--- config.mk ---
export PLATFORM = sky130hd
export DESIGN_NAME = alu_nzcv_pipe_flat
export DESIGN_NICKNAME = d
export VERILOG_FILES = /design/src/rtl/alu_pkg.sv /design/src/rtl/alu_nzcv_pipe_if.sv /design/src/rtl/alu_nzcv_core.sv /design/src/rtl/alu_nzcv_pipe.sv /design/src/flat_wrapper.sv
export SDC_FILE = /design/constraint.sdc
export NUM_CORES = 1
export LEC_CHECK = 0
export CAP_MARGIN = 20
export CORE_MARGIN = 8
export CORE_UTILIZATION = 50
export DETAILED_ROUTE_END_ITERATION = 10
export DONT_BUFFER_PORTS = 1
export SYNTH_ARGS = -nofsm -noshare
export SYNTH_HDL_FRONTEND = slang
export SYNTH_HIERARCHICAL = 1
export SYNTH_SLANG_ARGS = --single-unit
--- constraint.sdc ---
create_clock -name i_clk -period 4.75 [get_ports i_clk]
set_input_delay 0.7125 -clock i_clk [delete_from_list [all_inputs] [get_ports i_clk]]
set_output_delay 0.7125 -clock i_clk [all_outputs]
set_load 0.02 [all_outputs]
--- src/rtl/alu_pkg.sv ---
// Shared types for the NZCV ALU pipe: op encoding and flag bit positions.
// Pure declarations, no logic.
// Imported by the interface, the core and the pipe.
package alu_pkg;

    typedef enum logic [2:0] {
        ALU_ADD  = 3'b000,
        ALU_SUB  = 3'b001,
        ALU_AND  = 3'b010,
        ALU_ORR  = 3'b011,
        ALU_ADC  = 3'b100,
        ALU_SBC  = 3'b101,
        ALU_EOR  = 3'b110,
        ALU_RSVD = 3'b111
    } alu_op_t;

    localparam int NZCV_N = 3;
    localparam int NZCV_Z = 2;
    localparam int NZCV_C = 1;
    localparam int NZCV_V = 0;

    // Sub-type ops feed ~b into the adder.
    function automatic logic is_sub_op(input alu_op_t op);
        return (op == ALU_SUB) || (op == ALU_SBC);
    endfunction

endpackage

--- src/rtl/alu_nzcv_pipe_if.sv ---
// Request/response bundle between the operand mux, the ALU pipe and writeback.
// Signal names keep the i_/o_ sense as seen from the ALU.
// The ALU takes the slave modport; the driver of operands takes master.
interface alu_nzcv_pipe_if #(parameter int N = 64);
    import alu_pkg::*;

    logic          i_valid;
    logic          o_ready;
    logic [N-1:0]  i_a;
    logic [N-1:0]  i_b;
    alu_op_t       i_op;
    logic          i_set_flags;
    logic          i_nzcv_we;
    logic [3:0]    i_nzcv_wdata;
    logic          o_valid;
    logic          i_ready;
    logic [N-1:0]  o_result;
    logic [3:0]    o_nzcv;
    logic [3:0]    o_flags;

    modport master (
        output i_valid, i_a, i_b, i_op, i_set_flags, i_nzcv_we, i_nzcv_wdata, i_ready,
        input  o_ready, o_valid, o_result, o_nzcv, o_flags
    );

    modport slave (
        input  i_valid, i_a, i_b, i_op, i_set_flags, i_nzcv_we, i_nzcv_wdata, i_ready,
        output o_ready, o_valid, o_result, o_nzcv, o_flags
    );

endinterface

--- src/rtl/alu_nzcv_core.sv ---
// Combinational ALU: result and NZCV from a, b, op and carry-in.
// Latency: zero (pure combinational).
// Backpressure: none; the enclosing pipe decides when the result is captured.
module alu_nzcv_core
    import alu_pkg::*;
#(
    parameter int N = 64
) (
    input  logic [N-1:0] a,
    input  logic [N-1:0] b,
    input  alu_op_t      op,
    input  logic         cin,
    output logic [N-1:0] result,
    output logic [3:0]   nzcv
);

    logic [N-1:0] b_eff;
    logic         c_add;
    logic [N:0]   sum;
    logic         arith;

    // Shared N+1 bit adder; sub-type ops add ~b, carry-in selected per op.
    always_comb begin
        b_eff = is_sub_op(op) ? ~b : b;
        unique case (op)
            ALU_SUB:          c_add = 1'b1;
            ALU_ADC, ALU_SBC: c_add = cin;
            default:          c_add = 1'b0;
        endcase
        sum = {1'b0, a} + {1'b0, b_eff} + {{N{1'b0}}, c_add};
    end

    // Result select and flag generation; logic ops and reserved clear C and V.
    always_comb begin
        arith  = 1'b0;
        result = '0;
        unique case (op)
            ALU_ADD, ALU_SUB, ALU_ADC, ALU_SBC: begin
                result = sum[N-1:0];
                arith  = 1'b1;
            end
            ALU_AND:  result = a & b;
            ALU_ORR:  result = a | b;
            ALU_EOR:  result = a ^ b;
            default:  result = '0;
        endcase
        nzcv         = 4'b0000;
        nzcv[NZCV_N] = result[N-1];
        nzcv[NZCV_Z] = (result == '0);
        nzcv[NZCV_C] = arith & sum[N];
        nzcv[NZCV_V] = arith & (a[N-1] == b_eff[N-1]) & (result[N-1] != a[N-1]);
    end

endmodule

--- src/rtl/alu_nzcv_pipe.sv ---
// Registered ALU with handshake and architectural NZCV flags register.
// Latency: 1 cycle from accept to o_valid; 1 op/cycle while i_ready is high.
// Backpressure: single output stage, o_ready = !o_valid | i_ready, outputs held while stalled.
module alu_nzcv_pipe
    import alu_pkg::*;
#(
    parameter int N = 64
) (
    input  logic           i_clk,
    input  logic           i_rst_n,
    alu_nzcv_pipe_if.slave bus
);

    logic [N-1:0] core_result;
    logic [3:0]   core_nzcv;
    logic [3:0]   flags;
    logic         out_valid;
    logic         accept;

    // Carry-in is the architectural C at the accept cycle, so chained ADC/SBC
    // see the previous accepted op's flags without a bubble.
    alu_nzcv_core #(.N(N)) u_core (
        .a      (bus.i_a),
        .b      (bus.i_b),
        .op     (bus.i_op),
        .cin    (flags[NZCV_C]),
        .result (core_result),
        .nzcv   (core_nzcv)
    );

    assign bus.o_ready = !out_valid || bus.i_ready;
    assign accept      = bus.i_valid && bus.o_ready;
    assign bus.o_valid = out_valid;
    assign bus.o_flags = flags;

    // Output stage: load on accept, clear when drained with nothing new, else hold.
    always_ff @(posedge i_clk or negedge i_rst_n) begin
        if (!i_rst_n) begin
            out_valid    <= 1'b0;
            bus.o_result <= '0;
            bus.o_nzcv   <= 4'b0000;
        end else if (accept) begin
            out_valid    <= 1'b1;
            bus.o_result <= core_result;
            bus.o_nzcv   <= core_nzcv;
        end else if (out_valid && bus.i_ready) begin
            out_valid    <= 1'b0;
        end
    end

    // Flags register: direct load wins over a flag-setting op in the same cycle.
    always_ff @(posedge i_clk or negedge i_rst_n) begin
        if (!i_rst_n) begin
            flags <= 4'b0000;
        end else if (bus.i_nzcv_we) begin
            flags <= bus.i_nzcv_wdata;
        end else if (accept && bus.i_set_flags) begin
            flags <= core_nzcv;
        end
    end

endmodule
--- src/flat_wrapper.sv ---
// flat-port wrapper written by rule: the top's interface ports become plain ports
module alu_nzcv_pipe_flat import alu_pkg::*;
#(
    parameter int N = 64
)
  (i_clk, i_rst_n, bus_i_valid, bus_i_a, bus_i_b, bus_i_op, bus_i_set_flags, bus_i_nzcv_we, bus_i_nzcv_wdata, bus_i_ready, bus_o_ready, bus_o_valid, bus_o_result, bus_o_nzcv, bus_o_flags);
  alu_nzcv_pipe_if #(.N(N)) bus_i ();
  input  logic i_clk;
  input  logic i_rst_n;
  input wire logic [$bits(bus_i.i_valid)-1:0] bus_i_valid;
  input wire logic [$bits(bus_i.i_a)-1:0] bus_i_a;
  input wire logic [$bits(bus_i.i_b)-1:0] bus_i_b;
  input wire logic [$bits(bus_i.i_op)-1:0] bus_i_op;
  input wire logic [$bits(bus_i.i_set_flags)-1:0] bus_i_set_flags;
  input wire logic [$bits(bus_i.i_nzcv_we)-1:0] bus_i_nzcv_we;
  input wire logic [$bits(bus_i.i_nzcv_wdata)-1:0] bus_i_nzcv_wdata;
  input wire logic [$bits(bus_i.i_ready)-1:0] bus_i_ready;
  output wire logic [$bits(bus_i.o_ready)-1:0] bus_o_ready;
  output wire logic [$bits(bus_i.o_valid)-1:0] bus_o_valid;
  output wire logic [$bits(bus_i.o_result)-1:0] bus_o_result;
  output wire logic [$bits(bus_i.o_nzcv)-1:0] bus_o_nzcv;
  output wire logic [$bits(bus_i.o_flags)-1:0] bus_o_flags;
  assign bus_i.i_valid = bus_i_valid;
  assign bus_i.i_a = bus_i_a;
  assign bus_i.i_b = bus_i_b;
  assign bus_i.i_op = bus_i_op;
  assign bus_i.i_set_flags = bus_i_set_flags;
  assign bus_i.i_nzcv_we = bus_i_nzcv_we;
  assign bus_i.i_nzcv_wdata = bus_i_nzcv_wdata;
  assign bus_i.i_ready = bus_i_ready;
  assign bus_o_ready = bus_i.o_ready;
  assign bus_o_valid = bus_i.o_valid;
  assign bus_o_result = bus_i.o_result;
  assign bus_o_nzcv = bus_i.o_nzcv;
  assign bus_o_flags = bus_i.o_flags;
  alu_nzcv_pipe #(.N(N)) u_core (.i_clk(i_clk), .i_rst_n(i_rst_n), .bus(bus_i));
endmodule
==> results of run 1 <==
per-stage QoR:
stage | area (µm²) | setup TNS [ps] | hold WS [ps] | power [W]
3_5_place_dp | 15300 | -1360 | 419 | 0.00348
2_1_floorplan | 12700 | -552 | 417 | 0.00244
5_1_grt | 16000 | -226 | 14.7 | 0.00458
3_3_place_gp | 15300 | -1210 | 419 | 0.00344
4_1_cts | 15600 | 0 | 19.6 | 0.00425
6_report | 16000 | 0 | 31.4 | 0.00433
worst register-to-register path: stages, from the launching register on:
cell       delay (ps)
dfrtp_2           450
nand2_2            90
a21oi_4           140
fa_2              230
inv_2              40
fa_2              350
nand2b_4          160
a211o_1           300
a2111oi_4         400
buf_4             200
nor3_4             50
buf_6             120
buf_6             110
nor4_4            210
nor3_2             90
a2111oi_2         340
nand4_1           320
nor4_4            370
nand4_1           190
nor2_2            180
nand4_1            90
a31oi_1           150
cell type report:
cell class | count | area, µm² | share of cell area
Sequential cell | 73 | 1830 | 0.114
Clock inverter | 7 | 61.3 | 0.00384
Multi-Input combinational cell | 1247 | 9930 | 0.621
Inverter | 156 | 593 | 0.0371
Timing Repair Buffer | 379 | 2930 | 0.183
Tap cell | 330 | 413 | 0.0258
Clock buffer | 9 | 225 | 0.0141
routing by layer:
layer,up-vias,global-route usage
met4,0,0.0948
met2,437,0.524
li1,6268,-
met3,82,0.0549
met1,6218,0.363
met5,-,0
worst paths after layout:
check | to | cells past startpoint | start
hold / removal | u_core/bus.o_result[60] | 0 | i_rst_n
setup / recovery | u_core/bus.o_flags[2] | 21 | bus_i_op[2]
setup reg to reg | u_core/bus.o_flags[2] | 21 | u_core/bus.o_flags[1]
hold reg to reg | u_core/bus.o_result[0] | 1 | u_core/bus.o_result[0]
min in group i_clk | u_core/bus.o_valid | 1 | bus_i_valid
max in group asynchronous | u_core/bus.o_result[21] | 0 | i_rst_n
power groups by stage:
stage | logic (W) | registers, W | clock network, W
global route | 0.00266 | 0.00115 | 0.000771
finish | 0.00247 | 0.00112 | 0.000740
floorplan | 0.00135 | 0.00109 | 0
detailed placement | 0.00234 | 0.00114 | 0
CTS | 0.00237 | 0.00113 | 0.000757
global placement | 0.00231 | 0.00114 | 0
registers in the layout (all words and copies together), names as in the netlist:
register and flops:
u_core/bus.o_flags 4, u_core/bus.o_valid 1, u_core/bus.o_nzcv 4, u_core/bus.o_result 64
synth_stat cells (12+ instances only):
cell type	number	share of area
nand4_1	43	0.022
o211ai_1	13	0.0078
mux2_4	20	0.024
o22ai_1	51	0.026
nor4_1	12	0.0060
nor3_1	32	0.013
o21a_1	18	0.011
nand2_1	128	0.038
clkbuf_1	47	0.014
buf_2	28	0.011
ha_1	191	0.19
a21o_1	25	0.015
mux2_2	55	0.050
xnor2_1	76	0.053
xor2_1	13	0.0091
nor2_1	91	0.027
a21oi_1	94	0.038
nor2b_1	18	0.0090
o31ai_1	13	0.0078
o21ai_0	70	0.028
dfrtp_1	73	0.15
nand3_1	19	0.0076
a211oi_1	16	0.0096
mux2i_1	71	0.057
inv_1	155	0.047
cells by family after synthesis:
family,share of synthesized area
compound gates,0.226
mux,0.131
xor+xnor,0.0624
simple gates,0.158
flops,0.146
fa+ha+maj,0.195
buf+inv,0.0825
what timing repair did:
item	in CTS	in global routing
buffers inserted	2	11
hold buffers	0	0
pin swaps	4	29
gates resized for setup	15	48
endpoints found under the setup margin	2	2
cloned	0	2
==> flow_metrics.env, run 1 <==
export IMPL_status="completed"
export IMPL_routed_wl_um=47700
export IMPL_layout_common_cells="buf_4 (371), ha_1 (187), inv_1 (153)"
export IMPL_ys_ff_latch=73
export IMPL_ant_nets=0
export IMPL_cp_slowest_stage_delay_ps=400
export IMPL_cts_buffers=9
export IMPL_drc=0
export IMPL_top_level_ports=215
export IMPL_crit_slowest_cell="a2111oi_4"
export IMPL_seq_power_share=0.259
export IMPL_timing_slew_headroom=0.265
export IMPL_drv_cap=0
export IMPL_crit_top_cell="nand4_1"
export IMPL_synthCells=1571
export IMPL_fp_dieH_um=174
export IMPL_reg2reg_slack_ps=60
export IMPL_synth_edf_count=0
export IMPL_clkPwrFrac=0.171
export IMPL_switching_share=0.443
export IMPL_cell_internal_pwr_w=0.00241
export IMPL_die_w_um=174
export IMPL_viasPerCell=5.91
export IMPL_avgSynthCellArea_um2=7.95
export IMPL_hold_violations=0
export IMPL_fin_ws_ps=42.2
export IMPL_power_density_mw_per_mm2=271
export IMPL_path_cells="nand2b_4 -> a21oi_4 -> fa_2 -> inv_2 -> fa_2 -> nand2b_4 -> a211o_1 -> a2111oi_4 -> buf_4 -> nor3_4 -> buf_6 -> buf_6 -> nor4_4 -> nor3_2 -> a2111oi_2 -> nand4_1 -> nor4_4 -> nand4_1 -> nor2_2 -> nand4_1 -> a31oi_1"
export IMPL_final_util=0.644
export IMPL_gr_usage_all_layers=0.299
export IMPL_p_switching_w=0.00192
export IMPL_htreeDepth=3
export IMPL_drtIter0Drc=918
export IMPL_finalCritPeriodShare=0.991
export IMPL_gp_congestion=0.985
export IMPL_cts_tree="built"
export IMPL_crit_type="primary input to register"
export IMPL_ys_seq_area_frac=0.146
export IMPL_comb_power_share=0.570
export IMPL_clkSlewWorstSetupHoldPaths_ps=90
export IMPL_fin_nets=2200
export IMPL_core_mm2=0.0248
export IMPL_grt_pass1_vias=12600
export IMPL_ys_types=84
export IMPL_clk_latency_ps=370
export IMPL_route_met2_wl_um=23200
export IMPL_top_layer="met4"
export IMPL_synthArstFlopShare=1.00
export IMPL_die_area_mm2=0.0303
export IMPL_syn2layout_area_growth_pct=28.0
export IMPL_m1WireLength_um=19900
export IMPL_route_met3_wl_um=3110
export IMPL_tightest_slew_ps=1100
export IMPL_dp_hpwl_um=37600
export IMPL_grt_max_degree=145
export IMPL_start_util=0.503
export IMPL_cp_max_fo=69
export IMPL_arrival_ps=4990
export IMPL_critPathCaptureType="register"
export IMPL_skew_ps=9.78
export IMPL_io_buffers=0
export IMPL_antenna_found_initial=0
export IMPL_setup_violations=0
export IMPL_dp_slack_ps=-622
export IMPL_grt_pass1_wl_um=72200
export IMPL_syn_area_mm2=0.0125
export IMPL_placedCellCount=2170
export IMPL_clockRootBuffer="clkbuf_16"
export IMPL_final_common_cell="buf_4"
export IMPL_crit_required_ps=5040
export IMPL_cts_buffer_depth=2
export IMPL_fin_crit_ps=4710
export IMPL_antenna_cells=0
export IMPL_layout_drive_gt1_share=0.293
export IMPL_fillers=2234
export IMPL_cp_start_kind="primary input"
export IMPL_final_cells=2201
export IMPL_cellLeakagePower_nw=7.82
export IMPL_drv_slew=0
export IMPL_wire_per_inst_um=21.7
export IMPL_drtPass1Iterations=6
export IMPL_placement_rows=58
export IMPL_synth_net_count=1905
export IMPL_route_vias_total=13000
export IMPL_peakVddDrop_mv=0.230
export IMPL_rsz0062_at_grt="yes"
export IMPL_cp_buffers_inverters=4
export IMPL_ys_warn_count=6
export IMPL_hold_class="primary input to asynchronous set/reset pin"
export IMPL_grt_ovfl_total=0
export IMPL_ys_flop_type="dfrtp_1"
export IMPL_cpLargestDelayFamily="simple AND/OR/NAND/NOR gates"
export IMPL_timing_fmax_ghz=0.212
export IMPL_clock_sinks=73
Note: power is estimated with default switching activity, not from simulation.
==> inputs of run 2 (changes only) <==
--- a/config.mk
+++ b/config.mk
@@ -8,6 +8,7 @@
 export CAP_MARGIN = 20
 export CORE_MARGIN = 8
 export CORE_UTILIZATION = 50
+export CTS_CLUSTER_SIZE = 10
 export DETAILED_ROUTE_END_ITERATION = 10
 export DONT_BUFFER_PORTS = 1
 export SYNTH_ARGS = -nofsm -noshare
==> results of run 2 <==
No change in the layout: final DEF, timing and power equal those of run 1.
==> inputs of run 3 (changes only) <==
--- a/config.mk
+++ b/config.mk
@@ -5,13 +5,16 @@
 export SDC_FILE = /design/constraint.sdc
 export NUM_CORES = 1
 export LEC_CHECK = 0
+export ABC_AREA = 1
 export CAP_MARGIN = 20
 export CORE_MARGIN = 8
 export CORE_UTILIZATION = 50
 export CTS_CLUSTER_SIZE = 10
 export DETAILED_ROUTE_END_ITERATION = 10
 export DONT_BUFFER_PORTS = 1
+export HOLD_SLACK_MARGIN = 0.15
 export SYNTH_ARGS = -nofsm -noshare
 export SYNTH_HDL_FRONTEND = slang
 export SYNTH_HIERARCHICAL = 1
 export SYNTH_SLANG_ARGS = --single-unit
+export TNS_END_PERCENT = 10
==> run 3 against run 2 <==
Net effect: total power fell by 17%; first-iteration DRC count increased by 64%; hold slack better by 240 ps.
==> flow_metrics.env, run 3 <==
export IMPL_grt_pass1_vias=13300
export IMPL_layout_common_cells="nand2_1 (836), inv_1 (469), ha_1 (191)"
export IMPL_wire_per_inst_um=19.1
export IMPL_regMostFlops="u_core/bus.o_result"
export IMPL_finalCritPeriodShare=0.914
export IMPL_drv_slew=0
export IMPL_postCtsSetupBuffers=0
export IMPL_fin_nets=2659
export IMPL_reg2regPathDepth=27
export IMPL_antenna_cells=0
export IMPL_viasPerCell=5.44
export IMPL_timing_slew_headroom=0.470
export IMPL_yosys_area_top_type_share=0.230
export IMPL_clk_latency_ps=340
export IMPL_ys_seq_area_frac=0.134
export IMPL_fin_setup_tns_ps=0
export IMPL_clock_sinks=73
export IMPL_cp_slowest_stage_delay_ps=590
export IMPL_r2r_end="u_core/bus.o_flags[2]"
export IMPL_crit_slowest_cell="buf_4"
export IMPL_fp_dieH_um=181
export IMPL_fin_crit_ps=4340
export IMPL_layout_drive_gt1_share=0.0567
export IMPL_synth_net_count=2691
export IMPL_avgSynthCellArea_um2=5.80
export IMPL_cpLargestDelayFamily="simple AND/OR/NAND/NOR gates"
export IMPL_peakVddDrop_mv=0.152
export IMPL_grt_ovfl_total=0
export IMPL_gr_usage_all_layers=0.302
export IMPL_fillers=2945
export IMPL_syn2layout_area_growth_pct=3.71
export IMPL_seq_area_mm2=0.00183
export IMPL_drtPass1Iterations=6
export IMPL_clockRootBuffer="clkbuf_16"
export IMPL_core_mm2=0.0269
export IMPL_timing_fmax_ghz=0.230
export IMPL_gp_congestion=1.03
export IMPL_synth_top_cell_by_area="nand2_1"
export IMPL_drv_cap=0
export IMPL_ys_warn_count=6
export IMPL_hold_class="primary input to asynchronous set/reset pin"
export IMPL_placement_rows=60
export IMPL_drc=0
export IMPL_synthArstFlopShare=1.00
export IMPL_largest_reg_flops=64
export IMPL_multi_input_area_mm2=0.00961
export IMPL_status="completed"
export IMPL_yosysMostFrequentCell="nand2_1"
export IMPL_drtIter0Drc=1506
export IMPL_cp_max_fo=42
export IMPL_synth_area_leaders="nand2_1 (23%), ha_1 (17%), dfrtp_1 (13%), inv_1 (13%), nand3_1 (6.8%)"
export IMPL_grt_max_degree=74
export IMPL_path_depth=23
export IMPL_start_util=0.508
export IMPL_cp_buffers_inverters=3
export IMPL_cts_hold_buf=1
export IMPL_cts_buffers=9
export IMPL_arrival_ps=4610
export IMPL_cts_buffer_depth=2
export IMPL_antenna_found_initial=0
export IMPL_grt_pass1_wl_um=78600
export IMPL_routed_wl_um=51100
export IMPL_ys_types=41
export IMPL_syn_area_mm2=0.0137
export IMPL_rsz0062_at_grt="no"
export IMPL_regToRegStartpoint="u_core/bus.o_flags[1]"
export IMPL_ys_ff_latch=73
export IMPL_holdWs_ps=275
export IMPL_synthCells=2357
export IMPL_crit_top_cell="nand2_1"
export IMPL_setup_violations=0
export IMPL_crit_required_ps=5020
export IMPL_io_buffers=0
export IMPL_power_density_mw_per_mm2=253
export IMPL_ys_flop_type="dfrtp_1"
export IMPL_cp_start_kind="primary input"
export IMPL_path_cells="inv_2 -> nand2_4 -> buf_4 -> xor2_1 -> ha_1 -> nand2_1 -> nor2_1 -> nand3_1 -> nor3_2 -> nand2_1 -> nand3_1 -> nand2_1 -> nand3_1 -> nand2_1 -> nor2_1 -> nand2_1 -> nor2_1 -> nand3_1 -> nor2_1 -> inv_1 -> o21ai_0 -> nand2_1 -> nand2_1"
export IMPL_die_w_um=181
export IMPL_cp_startpoint="bus_i_op[1]"
export IMPL_cts_tree="built"
export IMPL_dp_hpwl_um=43000
export IMPL_final_common_cell="nand2_1"
export IMPL_synth_edf_count=0
export IMPL_hold_violations=0
export IMPL_clkSlewWorstSetupHoldPaths_ps=60
export IMPL_ant_nets=0
export IMPL_endpoint="u_core/bus.o_flags[2]"
export IMPL_die_area_mm2=0.0329
export IMPL_cellLeakagePower_nw=8.76
export IMPL_top_level_ports=215
export IMPL_synthTopCellsByCount="nand2_1 (837), inv_1 (469), ha_1 (191), nand3_1 (186), nor2_1 (172)"
export IMPL_reg2reg_slack_ps=710
export IMPL_tightest_slew_ps=794
export IMPL_skew_ps=8.40
export IMPL_crit_type="primary input to register"
export IMPL_post_cts_resized=0
export IMPL_route_vias_total=14500
export IMPL_htreeDepth=3
export IMPL_critPathCaptureType="register"
## run 3: how the worst min path moves through the flow
stage                  from                      end  slack, ps  cells after the start
floorplan           i_rst_n    u_core/bus.o_flags[0]        420                      0
global placement    i_rst_n  u_core/bus.o_result[38]        420                      0
detailed placement  i_rst_n  u_core/bus.o_result[40]        420                      0
CTS                 i_rst_n  u_core/bus.o_result[15]        280                      1
global route        i_rst_n  u_core/bus.o_result[36]        300                      1
finish              i_rst_n     u_core/bus.o_nzcv[1]        270                      1
## run 3: cell type report
cell class / instances / share of cell area
Clock buffer: 10 / 0.0162
Multi-Input combinational cell: 1727 / 0.678
Inverter: 502 / 0.133
Clock inverter: 5 / 0.00574
Timing Repair Buffer: 12 / 0.00777
Sequential cell: 73 / 0.129
Tap cell: 341 / 0.0301
## run 3: cell families after synthesis
family          after synthesis  synth area share
simple gates               1333             0.416
buf+inv                     557             0.163
fa+ha+maj                   193             0.178
compound gates              137            0.0678
flops                        73             0.134
xor+xnor                     64            0.0410
## run 3: per-layer routing
layer  track usage  vias to the layer above  wire length [µm]
met5             0                        -                 0
li1              -                     7177                 -
met4        0.0544                        0               724
met2         0.464                      592             21700
met1         0.441                     6705             24100
met3        0.0451                       49              4570
## run 3: metrics by stage
stage / std cells / setup WS (ps) / cell area (µm²) / util / power [W]
detailed placement: 2654 / 249 / 13800 / 0.515 / 0.00281
global route: 2670 / 212 / 14200 / 0.527 / 0.00385
CTS: 2670 / 582 / 14200 / 0.527 / 0.00355
floorplan: 2357 / 422 / 13700 / - / 0.00227
finish: 2670 / 410 / 14200 / 0.527 / 0.00358
global placement: 2654 / 203 / 13800 / 0.515 / 0.00279
## run 3: report_power, final
part / internal, W / total, W / switching, W
sequential: 0.000745 / 0.00101 / 0.000263
combinational: 0.000570 / 0.00186 / 0.00129
clock: 0.000457 / 0.000714 / 0.000258
